$ cat src/rtl/framer_pkg.sv
// Shared types and helpers for the sample_framer block.
package framer_pkg;

  typedef enum logic [1:0] {IDLE, START, STREAM, GAP} state_t;

  localparam int CNT_W = 16;

  // Bits needed to hold a count of 0..n inclusive.
  function automatic int cnt_width(input int n);
    return $clog2(n) + 1;
  endfunction

endpackage

$ cat src/rtl/sample_framer_sync_fifo.sv
// Synchronous circular-buffer FIFO with occupancy count and full/empty flags.
// A write while full is taken only when a read frees a slot on the same edge.
module sync_fifo #(
  parameter int WIDTH = 16,
  parameter int DEPTH = 16
) (
  input  logic             clk,
  input  logic             rst,
  input  logic             wr_en,
  input  logic [WIDTH-1:0] wr_data,
  input  logic             rd_en,
  output logic [WIDTH-1:0] rd_data,
  output logic             full,
  output logic             empty
);

  localparam int AW = $clog2(DEPTH);
  localparam logic [AW:0] FULL_CNT = DEPTH[AW:0];

  logic [WIDTH-1:0] mem_q [DEPTH];
  logic [AW-1:0]    wr_ptr_q, wr_ptr_d;
  logic [AW-1:0]    rd_ptr_q, rd_ptr_d;
  logic [AW:0]      count_q, count_d;
  logic             do_wr, do_rd;

  assign full    = (count_q == FULL_CNT);
  assign empty   = (count_q == '0);
  assign do_rd   = rd_en && !empty;
  assign do_wr   = wr_en && (!full || do_rd);
  assign rd_data = mem_q[rd_ptr_q];

  always_comb begin
    wr_ptr_d = wr_ptr_q;
    rd_ptr_d = rd_ptr_q;
    count_d  = count_q;
    if (do_wr) wr_ptr_d = wr_ptr_q + AW'(1);
    if (do_rd) rd_ptr_d = rd_ptr_q + AW'(1);
    case ({do_wr, do_rd})
      2'b10:   count_d = count_q + (AW+1)'(1);
      2'b01:   count_d = count_q - (AW+1)'(1);
      default: count_d = count_q;
    endcase
  end

  always_ff @(posedge clk) begin
    if (rst) begin
      wr_ptr_q <= '0;
      rd_ptr_q <= '0;
      count_q  <= '0;
    end else begin
      wr_ptr_q <= wr_ptr_d;
      rd_ptr_q <= rd_ptr_d;
      count_q  <= count_d;
    end
  end

  always_ff @(posedge clk) begin
    if (do_wr) mem_q[wr_ptr_q] <= wr_data;
  end

endmodule

$ cat src/rtl/sample_framer.sv
// Buffers a signed sample stream and re-emits it as fixed-length frames with a start pulse.
// Define SAMPLE_FRAMER_DROP_EN to make the input non-stalling (overflow samples are counted and dropped).
//
//   state  | meaning
//   IDLE   | waiting for enable and buffered data
//   START  | one-cycle frame-start pulse
//   STREAM | popping N_SAMPLES samples, stalling while the FIFO is empty
//   GAP    | GAP_CYCLES idle cycles for the downstream end-of-frame result
module sample_framer
  import framer_pkg::*;
#(
  parameter int WIDTH      = 16,
  parameter int N_SAMPLES  = 1024,
  parameter int FIFO_DEPTH = 16,
  parameter int GAP_CYCLES = 2
) (
  input  logic                    clk,
  input  logic                    rst,
  input  logic                    enable,
  input  logic                    s_valid,
  output logic                    s_ready,
  input  logic signed [WIDTH-1:0] s_data,
  output logic                    start,
  output logic                    out_valid,
  output logic signed [WIDTH-1:0] sample_out,
  output logic                    frame_active,
  output logic [CNT_W-1:0]        frame_cnt,
  output logic [CNT_W-1:0]        drop_cnt
);

  localparam int SW = cnt_width(N_SAMPLES);
  localparam int GW = $clog2(GAP_CYCLES + 1);
  localparam logic [SW-1:0] LAST_SAMPLE = SW'(N_SAMPLES - 1);
  localparam logic [GW-1:0] GAP_LOAD    = GW'(GAP_CYCLES - 1);

  state_t            state_q, state_d;
  logic [SW-1:0]     smp_q, smp_d;
  logic [GW-1:0]     gap_q, gap_d;
  logic              start_q, start_d;
  logic              out_valid_q, out_valid_d;
  logic              active_q, active_d;
  logic [WIDTH-1:0]  sample_q, sample_d;
  logic [CNT_W-1:0]  frame_q, frame_d;
  logic              run_q, run_d;

  logic [WIDTH-1:0]  fifo_rd_data;
  logic              fifo_full, fifo_empty;
  logic              pop, wr;

  assign pop = (state_q == STREAM) && !fifo_empty;
  assign wr  = s_valid && s_ready;

  sync_fifo #(.WIDTH(WIDTH), .DEPTH(FIFO_DEPTH)) u_fifo (
    .clk     (clk),
    .rst     (rst),
    .wr_en   (wr),
    .wr_data (s_data),
    .rd_en   (pop),
    .rd_data (fifo_rd_data),
    .full    (fifo_full),
    .empty   (fifo_empty)
  );

  always_comb begin
    state_d     = state_q;
    smp_d       = smp_q;
    gap_d       = gap_q;
    frame_d     = frame_q;
    run_d       = 1'b1;
    case (state_q)
      IDLE:   if (enable && !fifo_empty) state_d = START;
      START:  state_d = STREAM;
      STREAM: begin
        if (pop) begin
          if (smp_q == LAST_SAMPLE) begin
            smp_d   = '0;
            frame_d = frame_q + CNT_W'(1);
            gap_d   = GAP_LOAD;
            state_d = GAP;
          end else begin
            smp_d = smp_q + SW'(1);
          end
        end
      end
      GAP: begin
        if (gap_q == '0) state_d = IDLE;
        else             gap_d   = gap_q - GW'(1);
      end
      default: state_d = IDLE;
    endcase
    start_d     = (state_d == START);
    out_valid_d = pop;
    sample_d    = pop ? fifo_rd_data : sample_q;
    // The frame stays active through the registered copy of its last popped sample.
    active_d    = (state_d == START) || (state_d == STREAM) || pop;
  end

  always_ff @(posedge clk) begin
    if (rst) begin
      state_q     <= IDLE;
      smp_q       <= '0;
      gap_q       <= '0;
      start_q     <= 1'b0;
      out_valid_q <= 1'b0;
      active_q    <= 1'b0;
      sample_q    <= '0;
      frame_q     <= '0;
      run_q       <= 1'b0;
    end else begin
      state_q     <= state_d;
      smp_q       <= smp_d;
      gap_q       <= gap_d;
      start_q     <= start_d;
      out_valid_q <= out_valid_d;
      active_q    <= active_d;
      sample_q    <= sample_d;
      frame_q     <= frame_d;
      run_q       <= run_d;
    end
  end

`ifdef SAMPLE_FRAMER_DROP_EN
  logic [CNT_W-1:0] drop_q, drop_d;

  assign s_ready = run_q;

  always_comb begin
    drop_d = drop_q;
    if (wr && fifo_full && !pop && (drop_q != '1)) drop_d = drop_q + CNT_W'(1);
  end

  always_ff @(posedge clk) begin
    if (rst) drop_q <= '0;
    else     drop_q <= drop_d;
  end

  assign drop_cnt = drop_q;
`else
  assign s_ready  = run_q && !fifo_full;
  assign drop_cnt = '0;
`endif

  assign start        = start_q;
  assign out_valid    = out_valid_q;
  assign sample_out   = sample_q;
  assign frame_active = active_q;
  assign frame_cnt    = frame_q;

endmodule
$ cat config.mk
export PLATFORM = sky130hd
export DESIGN_NAME = sample_framer
export DESIGN_NICKNAME = d
export VERILOG_FILES = /design/src/rtl/framer_pkg.sv /design/src/rtl/sample_framer_sync_fifo.sv /design/src/rtl/sample_framer.sv
export SDC_FILE = /design/constraint.sdc
export NUM_CORES = 1
export LEC_CHECK = 0
export CORE_ASPECT_RATIO = 0.7
export CORE_MARGIN = 1.5
export CORE_UTILIZATION = 65
export DETAILED_ROUTE_END_ITERATION = 8
export DONT_BUFFER_PORTS = 1
export PLACE_DENSITY = 0.92
export SLEW_MARGIN = 5
export SYNTH_ARGS = -nofsm -noshare
export SYNTH_HDL_FRONTEND = slang
export SYNTH_SLANG_ARGS = --single-unit
$ cat constraint.sdc
create_clock -name clk -period 7.5 [get_ports clk]
set_input_delay 0.75 -clock clk [delete_from_list [all_inputs] [get_ports clk]]
set_output_delay 0.75 -clock clk [all_outputs]
set_load 0.02 [all_outputs]
[Word-level counts from Yosys, hierarchy flattened]
Memory sizes are Yosys's and may differ from the RTL's. A register that Yosys moved wholly into a read port is not among the register bits.
Cells that the tools add are included.
Cells by class
  reductions and logical operators: 19
  mux-type cells: 14
  equality and inequality tests: 12
  $add $sub $neg: 7
Operator list (count)
  $add A16 B1 Y16 const B: 1
  $mux W2: 7
  $add A11 B1 Y11 const B: 1
  $eq A11 B10 Y1 const B: 1
  $mux W11: 1
  $pmux W5 S2: 1
  $add A4 B1 Y4 const B: 2
  $eq A2 B2 Y1 const B: 4
  $pmux W2 S4: 1
  $eq A2 B1 Y1 const B: 3
  $logic_and A1 B1 Y1: 6
  $add A5 B1 Y5 const B: 1
  $eq A5 B5 Y1 const B: 1
  $logic_not A5 Y1: 1
  $sub A5 B1 Y5 const B: 1
  $logic_not A2 Y1: 2
  $ne A2 B2 Y1 const B: 2
  $pmux W2 S2: 1
  $reduce_and A4 Y1: 1
  $reduce_bool A2 Y1: 2
  $logic_or A1 B1 Y1: 3
  $mux W1: 3
  $reduce_and A3 Y1: 1
  $logic_not A1 Y1: 2
  3 further kinds: 3
Word-level totals
  input bits: 20
  memories: 1
  RAM bits: 256
  bits in registers: 48
  output and inout port bits: 52
Memory list
  u_fifo.mem_q: depth 16, width 16, rd ports 1, clocked after Yosys merged registers in 1, write ports 1, line sample_framer_sync_fifo.sv:20  | logic [WIDTH-1:0] mem_q [DEPTH];

[Longest topological paths before layout]
Gate-level depths: netlist of the first run.
  depth in word-level cells: 8
  mapped depth: 14
  mapped depth without buffers: 11

[By module]
A second synthesis of the first run with hierarchy kept.
Unflattened totals
  cells, all modules: 786
  area, all modules: 12902.4 µm²
Modules (own cells, without submodules)
  sync_fifo: cells an instance 521, area each 10630.2 µm², instances 1
  sample_framer: cells an instance 265, area each 2272.2 µm², instances 1

[Worst setup path after synthesis of the first run]
OpenSTA, ideal clock, no wires.
  path type: reg-to-reg
  start: reg u_fifo.count_q[1]
  end: reg u_fifo.count_q[4]
  data arrival time: 3.132 ns
  slack: 4.247 ns
  stages on the path, launching flop included: 15
  period minus slack after synthesis: 3.253 ns
  required time: 7.379 ns
  cells stage by stage: dfxtp_1 > clkbuf_1 > or4_1 > o211a_1 > clkbuf_1 > inv_1 > ha_1 > clkbuf_1 > xor2_1 > ha_1 > a211o_1 > nand2_1 > nand3b_1 > a31oi_1 > mux2_2
On the way
  longest elaborated chain between the ends: 8
Ends and longest elaborated chain
  start, declared: line sample_framer_sync_fifo.sv:23  | logic [AW:0] count_q, count_d;
  start signal, assigned: line sample_framer_sync_fifo.sv:53  | count_q <= count_d;
  $logic_not A5 Y1: line sample_framer_sync_fifo.sv:27  | assign empty = (count_q == '0);
  $logic_not A1 Y1: line sample_framer_sync_fifo.sv:28, sample_framer.sv:50
  $logic_and A1 B1 Y1: line sample_framer.sv:50  | assign pop = (state_q == STREAM) && !fifo_empty;
  $logic_and A1 B1 Y1: line sample_framer_sync_fifo.sv:28  | assign do_rd = rd_en && !empty;
  $logic_or A1 B1 Y1: line sample_framer_sync_fifo.sv:29  | assign do_wr = wr_en && (!full || do_rd);
  $logic_and A1 B1 Y1: line sample_framer_sync_fifo.sv:29
  $eq A2 B1 Y1 / $eq A2 B2 Y1 (equally long branches): line sample_framer_sync_fifo.sv:38  | case ({do_wr, do_rd})
  $pmux W5 S2 / $reduce_bool A2 Y1 (equally long branches)
Several ways; a longest one is shown, not always the timed one.
A chain may end at the register's enable or synchronous reset.

[Worst setup path after layout of the first run]
Ends and elaborated chain as after synthesis.

==> summary.md, run 1 <==
| Metric | Value |
|---|---|
| Die area | `20300 um2` |
| CTS tree | `yes` |
| Via density | `6.59` |
| Detailed Place HPWL | `15900 um` |
| Leak | `4.36 nW` |
| P per Cell Area | `248 nW/um2` |
| Die Y | `120 um` |
| Cell with the most instances after synthesis | `edfxtp_1` |
| Cells after Synth | `733` |
| Hold buffer count at cts | `0` |
| Most common cell on crit path | `ha_1` |
| Pre-CTS worst setup slack | `4.22 ns` |
| Crit path DAT | `3.78 ns` |
| DR pass1 iterations | `7` |
| Antenna violations before repair | `0` |
| Antenna diodes | `0` |
| Share of the synthesized area in the top cell type | `0.609` |
| Vias in the first global route | `6792` |
| Initial drt markers | `806` |
| Post-synth top flop | `edfxtp_1` |
| Setup TNS | `0 ns` |
| Worst hold path type | `input port to flop` |
| IO buf count | `0` |
| CP startpoint kind | `flop` |
| Worst Path Required | `7.93 ns` |
| Syn_area_per_cell | `17.2 um2` |
| Die Width | `170 um` |
| Cell taking the most area after synthesis | `edfxtp_1` |
| CTS sink cnt | `320` |
| Detail Route Antenna Nets | `0` |
| Final Max Slew Viols | `0` |
| Final Hold Slack | `0.268 ns` |
| Crit path time final | `3.36 ns` |
| Area contributors post-synth | `edfxtp_1 61%, mux4_2 11%, dfxtp_1 10%` |
| Post_cts resized | `0` |
| FFs w/ async S/R, synth | `0` |
| Starting Density | `0.665` |
| Power, Total | `3.42 mW` |
| Critical path class | `flop to flop` |
| Final WS setup | `4.14 ns` |
| Pin count of the biggest net entering global routing | `43` |
| Area growth, synth to finish | `9.52%` |
| Post-DP Area | `12900 um2` |
| Status | `finished, final reports clean` |
| # IOs | `72` |
| Clock Tree Buf Depth | `3` |
| Worst r2r dst | `u_fifo.count_q[4]` |
| Worst Skew | `0.0118 ns` |
| Sequential share of the synthesized area | `0.711` |
| Share of cells above drive strength 1 | `0.203` |
| Worst hold start | `rst` |
| Flops & latches, synth | `320` |
| Critical path's slowest cell | `or4_1` |
| Slew @ Worst Pin | `0.998 ns` |
| Reg-to-reg startpoint | `u_fifo.count_q[1]` |
| Synth warn | `0` |
| Final Core Density | `0.729` |
| Worst Hold Path EP | `frame_cnt[13]` |
| Peak Freq | `0.298 GHz` |
| Clock root buffer | `clkbuf_16` |
| Critical path's largest stage delay | `0.63 ns` |
| R2R setup slack | `4.14 ns` |
| TritonCTS Buffers | `28` |
| Total grt overflow | `0` |
| GP Congestion | `0.747` |
| First-pass GRT wire length | `40400 um` |
| EDFF count, synth | `256` |
| Vias | `6777` |
| Most frequent cells after synthesis | `256 x edfxtp_1, 64 x dfxtp_1, 64 x mux4_2` |
| Worst Setup End Kind | `flop` |
| Post-Layout Inst Area | `13800 um2` |
| Yosys cell types | `49` |
| # DRC | `0` |
| Final setup vio count | `0` |
| RSZ-0062 raised after global routing | `false` |
| Crit-path cells | `or4_1, o211a_1, inv_1, ha_1, xor2_1, ha_1, a211o_1, nand2_1, nand3b_1, a31oi_1, mux2_2` |
| Hold Path Depth | `1` |
| Post-Syn Area | `12600 um2` |
| Final net count | `775` |
| Final wirelength | `26900 um` |
| Final hold violations | `0` |
| Wire length per cell | `26.2 um` |
| GRT Util Overall | `0.275` |
| Insertion delay to the later sink of the worst-skew pair | `0.54 ns` |
| VDD IR max | `191 uV` |
| Final Non-Filler Cells | `1028` |
| CTS H-Tree Depth | `1` |
| Worst Path Max Fanout | `10` |
| Rows | `42` |
| Clock transition at path regs | `0.07 ns` |
| Setup bufs post-CTS | `0` |
| Slew Limit Headroom | `0.334` |
| Tcrit/Tclk final | `0.447` |
| Core area | `19000 um2` |
| Worst-case reg-to-reg path depth | `11` |
| Placed cells | `976` |
| Max-Cap Viols | `0` |
cells in the final DEF, fill, tap and decap left out, drive strengths merged, types with 2 or more instances in the layout:
master | Yosys | layout
ha | 13 | 13
or2 | 2 | 2
nor2b | 3 | 3
or3 | 8 | 8
nor2 | 49 | 49
nand4 | 6 | 6
edfxtp | 256 | 256
and4 | 2 | 2
mux2i | 33 | 33
nand2 | 22 | 22
nand2b | 4 | 4
nor3 | 12 | 12
dfxtp | 64 | 64
nand3 | 9 | 9
or4 | 2 | 2
a21oi | 13 | 13
a31o | 16 | 16
mux2 | 2 | 2
mux4 | 64 | 64
xnor2 | 17 | 17
o22ai | 17 | 17
clkinv | 0 | 6
o21ai | 12 | 12
nor3b | 3 | 3
a31oi | 4 | 4
a211o | 2 | 2
buf | 32 | 20
inv | 14 | 14
clkbuf | 24 | 45
nand3b | 2 | 2
xor2 | 9 | 9
nor4 | 6 | 6
conb | 1 | 16
where the power goes:
part | total [mW] | switching (mW) | internal [mW] | leakage (nW)
sequential | 1.94 | 0.0116 | 1.93 | 2.82
combinational | 0.0553 | 0.0357 | 0.0196 | 1.09
clock | 1.43 | 0.614 | 0.815 | 0.451
total | 3.42 | 0.661 | 2.76 | 4.36
worst max-delay path, delay by kind of cell (launching register included):
| family | cells | cell delay [ns] |
|---|---|---|
| AO/OA/AOI/OAI | 3 | 0.84 |
| AND/OR/NAND/NOR | 3 | 0.77 |
| adder cells (fa/ha/maj) | 2 | 0.63 |
| flip-flops | 1 | 0.40 |
| multiplexers | 1 | 0.35 |
| buffers and inverters | 1 | 0.12 |
| XOR/XNOR | 1 | 0.12 |
cell type report:
type,instances,area [um2]
Timing Repair Buffer,20,150
Clock inverter,7,61.3
Sequential cell,320,8970
Clock buffer,45,857
Tap cell,264,330
Multi-Input combinational cell,358,3400
Fill cell,1036,5150
Inverter,14,52.6
routing by layer:
metal | vias to the layer above | global-route usage | wire, um
met3 | 61 | 0.0508 | 2210
met2 | 390 | 0.454 | 13300
met5 | - | 0 | 0
li1 | 2860 | - | -
met1 | 3466 | 0.372 | 10700
met4 | 0 | 0.0996 | 812
flip-flops by register name, summed over array words and instances (netlist names), 4 cells and up:
signal           count
sample_out          16
frame_cnt           16
u_fifo.count_q       5
u_fifo.wr_ptr_q      4
u_fifo.mem_q       256
smp_q               11
u_fifo.rd_ptr_q      4
worst max path at each step:
stage	startpoint	cells after the start	endpoint
after floorplan	u_fifo.count_q[1]	14	u_fifo.count_q[4]
after global placement	u_fifo.count_q[1]	11	u_fifo.count_q[4]
after detailed placement	u_fifo.count_q[1]	11	u_fifo.count_q[4]
after CTS	u_fifo.count_q[1]	11	u_fifo.count_q[4]
after global routing	u_fifo.count_q[1]	11	u_fifo.count_q[4]
final	u_fifo.count_q[1]	11	u_fifo.count_q[4]
logic make-up (layout without fill, tap and decap cells):
kind of cell,Yosys count,after routing,synth area share
adder cells (fa/ha/maj),13,13,0.0129
flip-flops,320,320,0.711
other,1,16,0.000297
buffers and inverters,70,86,0.0264
multiplexers,99,99,0.142
AND/OR/NAND/NOR,133,133,0.0519
AO/OA/AOI/OAI,71,71,0.0378
XOR/XNOR,26,26,0.0180
Power figures use the tool's default switching activity.
==> run 2, diff against run 1 <==
--- a/config.mk
+++ b/config.mk
@@ -7,10 +7,10 @@
 export LEC_CHECK = 0
 export CORE_ASPECT_RATIO = 0.7
 export CORE_MARGIN = 1.5
-export CORE_UTILIZATION = 65
+export CORE_UTILIZATION = 57
 export DETAILED_ROUTE_END_ITERATION = 8
 export DONT_BUFFER_PORTS = 1
-export PLACE_DENSITY = 0.92
+export PLACE_DENSITY = 0.86
 export SLEW_MARGIN = 5
 export SYNTH_ARGS = -nofsm -noshare
 export SYNTH_HDL_FRONTEND = slang
==> constraint.sdc (replaced) <==
create_clock -name clk -period 2.8 [get_ports clk]
set_input_delay 0.28 -clock clk [delete_from_list [all_inputs] [get_ports clk]]
set_output_delay 0.28 -clock clk [all_outputs]
set_load 0.02 [all_outputs]
==> summary.md, run 2 (synthesized netlist as in run 1, its figures left out) <==
| Metric | Value |
|---|---|
| Area growth, synth to finish | `13.7%` |
| Starting Density | `0.582` |
| Crit path DAT | `3.19 ns` |
| Die area | `23100 um2` |
| Status | `finished, final reports clean` |
| Vias in the first global route | `6938` |
| Crit-path cells | `or4_4, o211a_4, inv_4, ha_4, xor2_2, ha_2, o21ai_1, nor2_1, o21ai_1, a31oi_1, mux2_2` |
| P per Cell Area | `673 nW/um2` |
| Final wirelength | `27300 um` |
| Clock Tree Buf Depth | `3` |
| Pin count of the biggest net entering global routing | `39` |
| Most common cell on crit path | `o21ai_1` |
| Vias | `6950` |
| Bufs and invs on worst path | `1` |
| Detailed Place HPWL | `15700 um` |
| Leak | `4.56 nW` |
| CP startpoint kind | `flop` |
| Die Y | `128 um` |
| Final WS setup | `0.0588 ns` |
| # DRC | `0` |
| Worst Path Max Fanout | `8` |
| DR pass1 iterations | `5` |
| Worst Path Required | `3.25 ns` |
| Via density | `6.43` |
| Final setup vio count | `0` |
| Final Max Slew Viols | `0` |
| CTS H-Tree Depth | `1` |
| Detail Route Antenna Nets | `0` |
| Slew @ Worst Pin | `0.796 ns` |
| Critical path class | `flop to flop` |
| Peak Freq | `0.365 GHz` |
| TritonCTS Buffers | `29` |
| Setup TNS | `0 ns` |
| Tcrit/Tclk final | `0.979` |
| Final net count | `808` |
| Critical path's largest stage delay | `0.57 ns` |
| CTS sink cnt | `320` |
| Rows | `45` |
| GP Congestion | `0.794` |
| Clock transition at path regs | `0.07 ns` |
| Insertion delay to the later sink of the worst-skew pair | `0.56 ns` |
| Worst hold path type | `input port to flop` |
| Share of cells above drive strength 1 | `0.232` |
| CTS tree | `yes` |
| Die Width | `181 um` |
| Final hold violations | `0` |
| IO buf count | `0` |
| Most frequent cells in the layout | `256 x edfxtp_1, 64 x mux4_2, 59 x dfxtp_1` |
| Worst Setup End Kind | `flop` |
| GRT Util Overall | `0.240` |
| RSZ-0062 raised after global routing | `true` |
| Number of flip-flops in the largest register | `256` |
| Clock root buffer | `clkbuf_16` |
| Core area | `21700 um2` |
| Worst Skew | `0.00965 ns` |
| First-pass GRT wire length | `41600 um` |
| Max-Cap Viols | `0` |
| Biggest register | `u_fifo.mem_q` |
| Initial drt markers | `806` |
| Slew Limit Headroom | `0.468` |
| # IOs | `72` |
| Antenna violations before repair | `1` |
| Wire length per cell | `25.2 um` |
| Cell family with most CP delay | `simple AND/OR/NAND/NOR gates` |
| Total grt overflow | `0` |
| Critical path's slowest cell | `or4_4` |
| Most common cell after layout, fill and taps aside | `edfxtp_1` |
| Crit path time final | `2.74 ns` |
| VDD IR max | `537 uV` |
| Pre-CTS worst setup slack | `0.00558 ns` |
==> run 2: changes by cell type in the layout (fill, tap and decap cells not counted), sizes merged <==
cell         previous run  this run
clkbuf                 45        37
diode                   0         1
clkinv                  6         7
bufinv                  1         5
clkinvlp                0         4
dlygate4sd3             0        19
buf                    20        33
inv                    14        15
==> run 2: per-stage QoR <==
| stage | hold slack [ns] | util | std cells | cell area [um2] | total power, mW |
|---|---|---|---|---|---|
| finish | 0.0167 | 0.662 | 1081 | 14300 | 9.66 |
| global route | 0.0166 | 0.662 | 1080 | 14300 | 9.90 |
| global placement | 0.348 | 0.603 | 1004 | 13100 | 5.44 |
| detailed placement | 0.351 | 0.603 | 1004 | 13100 | 5.45 |
| floorplan | 0.379 | - | 748 | 12700 | 5.43 |
| CTS | 0.00449 | 0.660 | 1078 | 14300 | 9.69 |
==> run 2: cell type report <==
class                   count  area, um2
clock inverters            17        234
inverters                  14       57.6
fillers                  1302       7330
repair buffers             52        488
clock buffers              37        796
flip-flops and latches    320       8980
diodes                      1       2.50
well taps                 282        353
multi-input cells         358       3440
==> run 2: timing repair <==
action	CTS	global route
hold buffers	20	0
pin swaps	1	8
resized for setup	0	6
endpoints found under the setup margin	1	2
setup buffers	0	2
endpoints found under the hold margin	292	0
==> run 2: final timing paths <==
path	start	endpoint	slack, ns	depth (start not counted)
worst max-delay path	u_fifo.count_q[3]	u_fifo.count_q[4]	0.06	11
worst min-delay path	rst	u_fifo.count_q[3]	0.02	2
worst max register to register	u_fifo.count_q[3]	u_fifo.count_q[4]	0.06	11
worst min register to register	smp_q[10]	smp_q[10]	0.45	1
==> run 2: metal layers <==
layer	GRT usage	vias to the layer above	wire length, um
li1	-	2932	-
met1	0.333	3583	11100
met2	0.389	351	12900
met3	0.0499	84	2290
met4	0.0761	0	937
met5	0	-	0
==> run 2: power by group <==
part,switching (mW),internal (mW)
logic,0.167,0.0830
clock network,1.74,2.49
registers,0.0267,5.16
==> run 3, diff against run 2 <==
--- a/config.mk
+++ b/config.mk
@@ -15,3 +15,4 @@
 export SYNTH_ARGS = -nofsm -noshare
 export SYNTH_HDL_FRONTEND = slang
 export SYNTH_SLANG_ARGS = --single-unit
+export TNS_END_PERCENT = 50
==> results of run 3 <==
The final DEF is identical to that of run 2; final timing and power are the same.
==> patch, RTL diff (settings of run 3) <==
Add a define of `SAMPLE_FRAMER_DROP_EN`.
--- a/src/rtl/sample_framer.sv
+++ b/src/rtl/sample_framer.sv
@@ -6,6 +6,8 @@
 //   START  | one-cycle frame-start pulse
 //   STREAM | popping N_SAMPLES samples, stalling while the FIFO is empty
 //   GAP    | GAP_CYCLES idle cycles for the downstream end-of-frame result
+`define SAMPLE_FRAMER_DROP_EN
+
 module sample_framer
   import framer_pkg::*;
 #(
Function: same outputs for any inputs over 10 cycles, from zero or initial values and one cycle with rst high; that may be too few to reach the edited logic, so the function may still have changed.
==> patch against run 3 <==
Cell area increased by 5.5%; total power rose by 0.12%; setup slack improved by 0.29 ns; sequential cell count rose by 16; area after synthesis grew 6.0%; core utilization grew 0.060 points; routed wire length rose by 13%; clock power shrank 6.9%; sequential power is 5.0% higher; clock skew rose by 0.016 ns; largest cell class unchanged; largest power group unchanged.
==> patch: results (changes against run 3) <==
Outcome:
- The flow ran to the end, and the final reports show no timing, DRC or antenna violations.

Drt:
- The number of detailed-routing iterations run before antenna repair is 7 (+2).
- The detailed-routing wirelength on met1 is 12.5 mm (+12%).
- The number of DRC violations after detailed-routing iteration 0 is 1027 (+27%).

Final layout:
- The storage element area is 9300 sq um (+3.6%).
- The fraction of area in non-clock buffers is 0.0380 (+0.00401).
- The layout multi-input combinational cell count was 482 (+35%).
- The number of nets in the finished design is 962 (+19%).
- The number of inverters outside the clock class in the layout is 13 (-1).
- The area used by multi-input combinational logic was 3890 sq um (+13%).
- The non-clock buffer instance count of the final layout is 67 (+29%).
- The total of clock buffers placed in the layout is 40 (+8.1%).
- The layout cell share with drive strength beyond 1 is 0.165 (-0.0673).

Placed design:
- The cell count after placement is 1193 (+19%).
- The HPWL after detailed placement is 18.4 mm (+18%).

Logic synthesis:
- Sorting the synthesized cells by how often they occur yields sky130_fd_sc_hd__edfxtp_1, sky130_fd_sc_hd__dfxtp_1, sky130_fd_sc_hd__nor2_1.
- The number of unique standard cell types used by synthesis came to 50 (+2.0%).
- The gate count after technology mapping is 877 (+20%).
- The sequential element share of the synthesized area is 0.694 (-0.0165).

Power and ir drop:
- The peak supply drop is 0.000709 V (+32%).
- The switching power total is 2010 uW (+3.8%).

Setup path:
- The maximum net fanout on the critical path is 24 (+16).

Timing:
- The final setup skew is 0.0259 ns (+0.0163 ns).

GRT:
- The first-pass GRT wire length is 47.0 mm (+13%).
- The number of antenna violations at the first check in global routing is 3 (+2).
- The aggregate global-route resource usage came to 0.258 (+0.0183).
- The global routing met1 resource utilization was 0.376 (+0.0434).
- The global routing met3 resource utilization is 0.0601 (+0.0103).

Clocking:
- The number of buffers created by CTS is 30 (+3.4%).
[patch: cell families after synthesis]
logic type | count (synthesis) | synth area share
adders and majority gates | 12 | 0.0112
and+or+nand+nor | 258 | 0.100
xor gates and xnor gates | 41 | 0.0268
buffers and inverters | 59 | 0.0177
AOI/OAI and AO/OA | 88 | 0.0423
DFF | 336 | 0.694
muxes | 83 | 0.108
[patch: worst max-delay path: stages, from the launching register on]
cell                        delay (ns)
sky130_fd_sc_hd__dfxtp_4          0.65
sky130_fd_sc_hd__buf_4            0.30
sky130_fd_sc_hd__mux4_2           0.55
sky130_fd_sc_hd__a2111oi_0        0.69
sky130_fd_sc_hd__nor3_1           0.10
[patch: path summary, 6_finish.rpt]
| path | startpoint | endpoint | slack, ns | cells after the start |
|---|---|---|---|---|
| max | u_fifo.rd_ptr_q[1] | sample_out[14] | 0.35 | 4 |
| min | rst | smp_q[8] | 0.07 | 2 |
| max reg2reg | u_fifo.rd_ptr_q[1] | sample_out[14] | 0.35 | 4 |
| min reg2reg | smp_q[10] | smp_q[10] | 0.46 | 2 |
[patch: power by group through the flow]
stage / Combinational [uW] / Sequential [uW] / Clock [uW]
2_1_floorplan: 152 / 5550 / 0
3_3_place_gp: 187 / 5560 / 0
3_5_place_dp: 193 / 5560 / 0
4_1_cts: 285 / 5450 / 3970
5_1_grt: 312 / 5450 / 4140
6_report: 288 / 5450 / 3930
[patch: stage by stage]
step | worst slack [ns] | power [uW] | utilization | instance area, sq um
after floorplan | 0.0335 | 5700 | - | 13400
after global placement | 0.398 | 5740 | 0.613 | 14000
after detailed placement | 0.324 | 5750 | 0.613 | 14000
after CTS | 0.291 | 9710 | 0.662 | 15100
after global routing | 0.174 | 9910 | 0.662 | 15100
final | 0.351 | 9670 | 0.662 | 15100
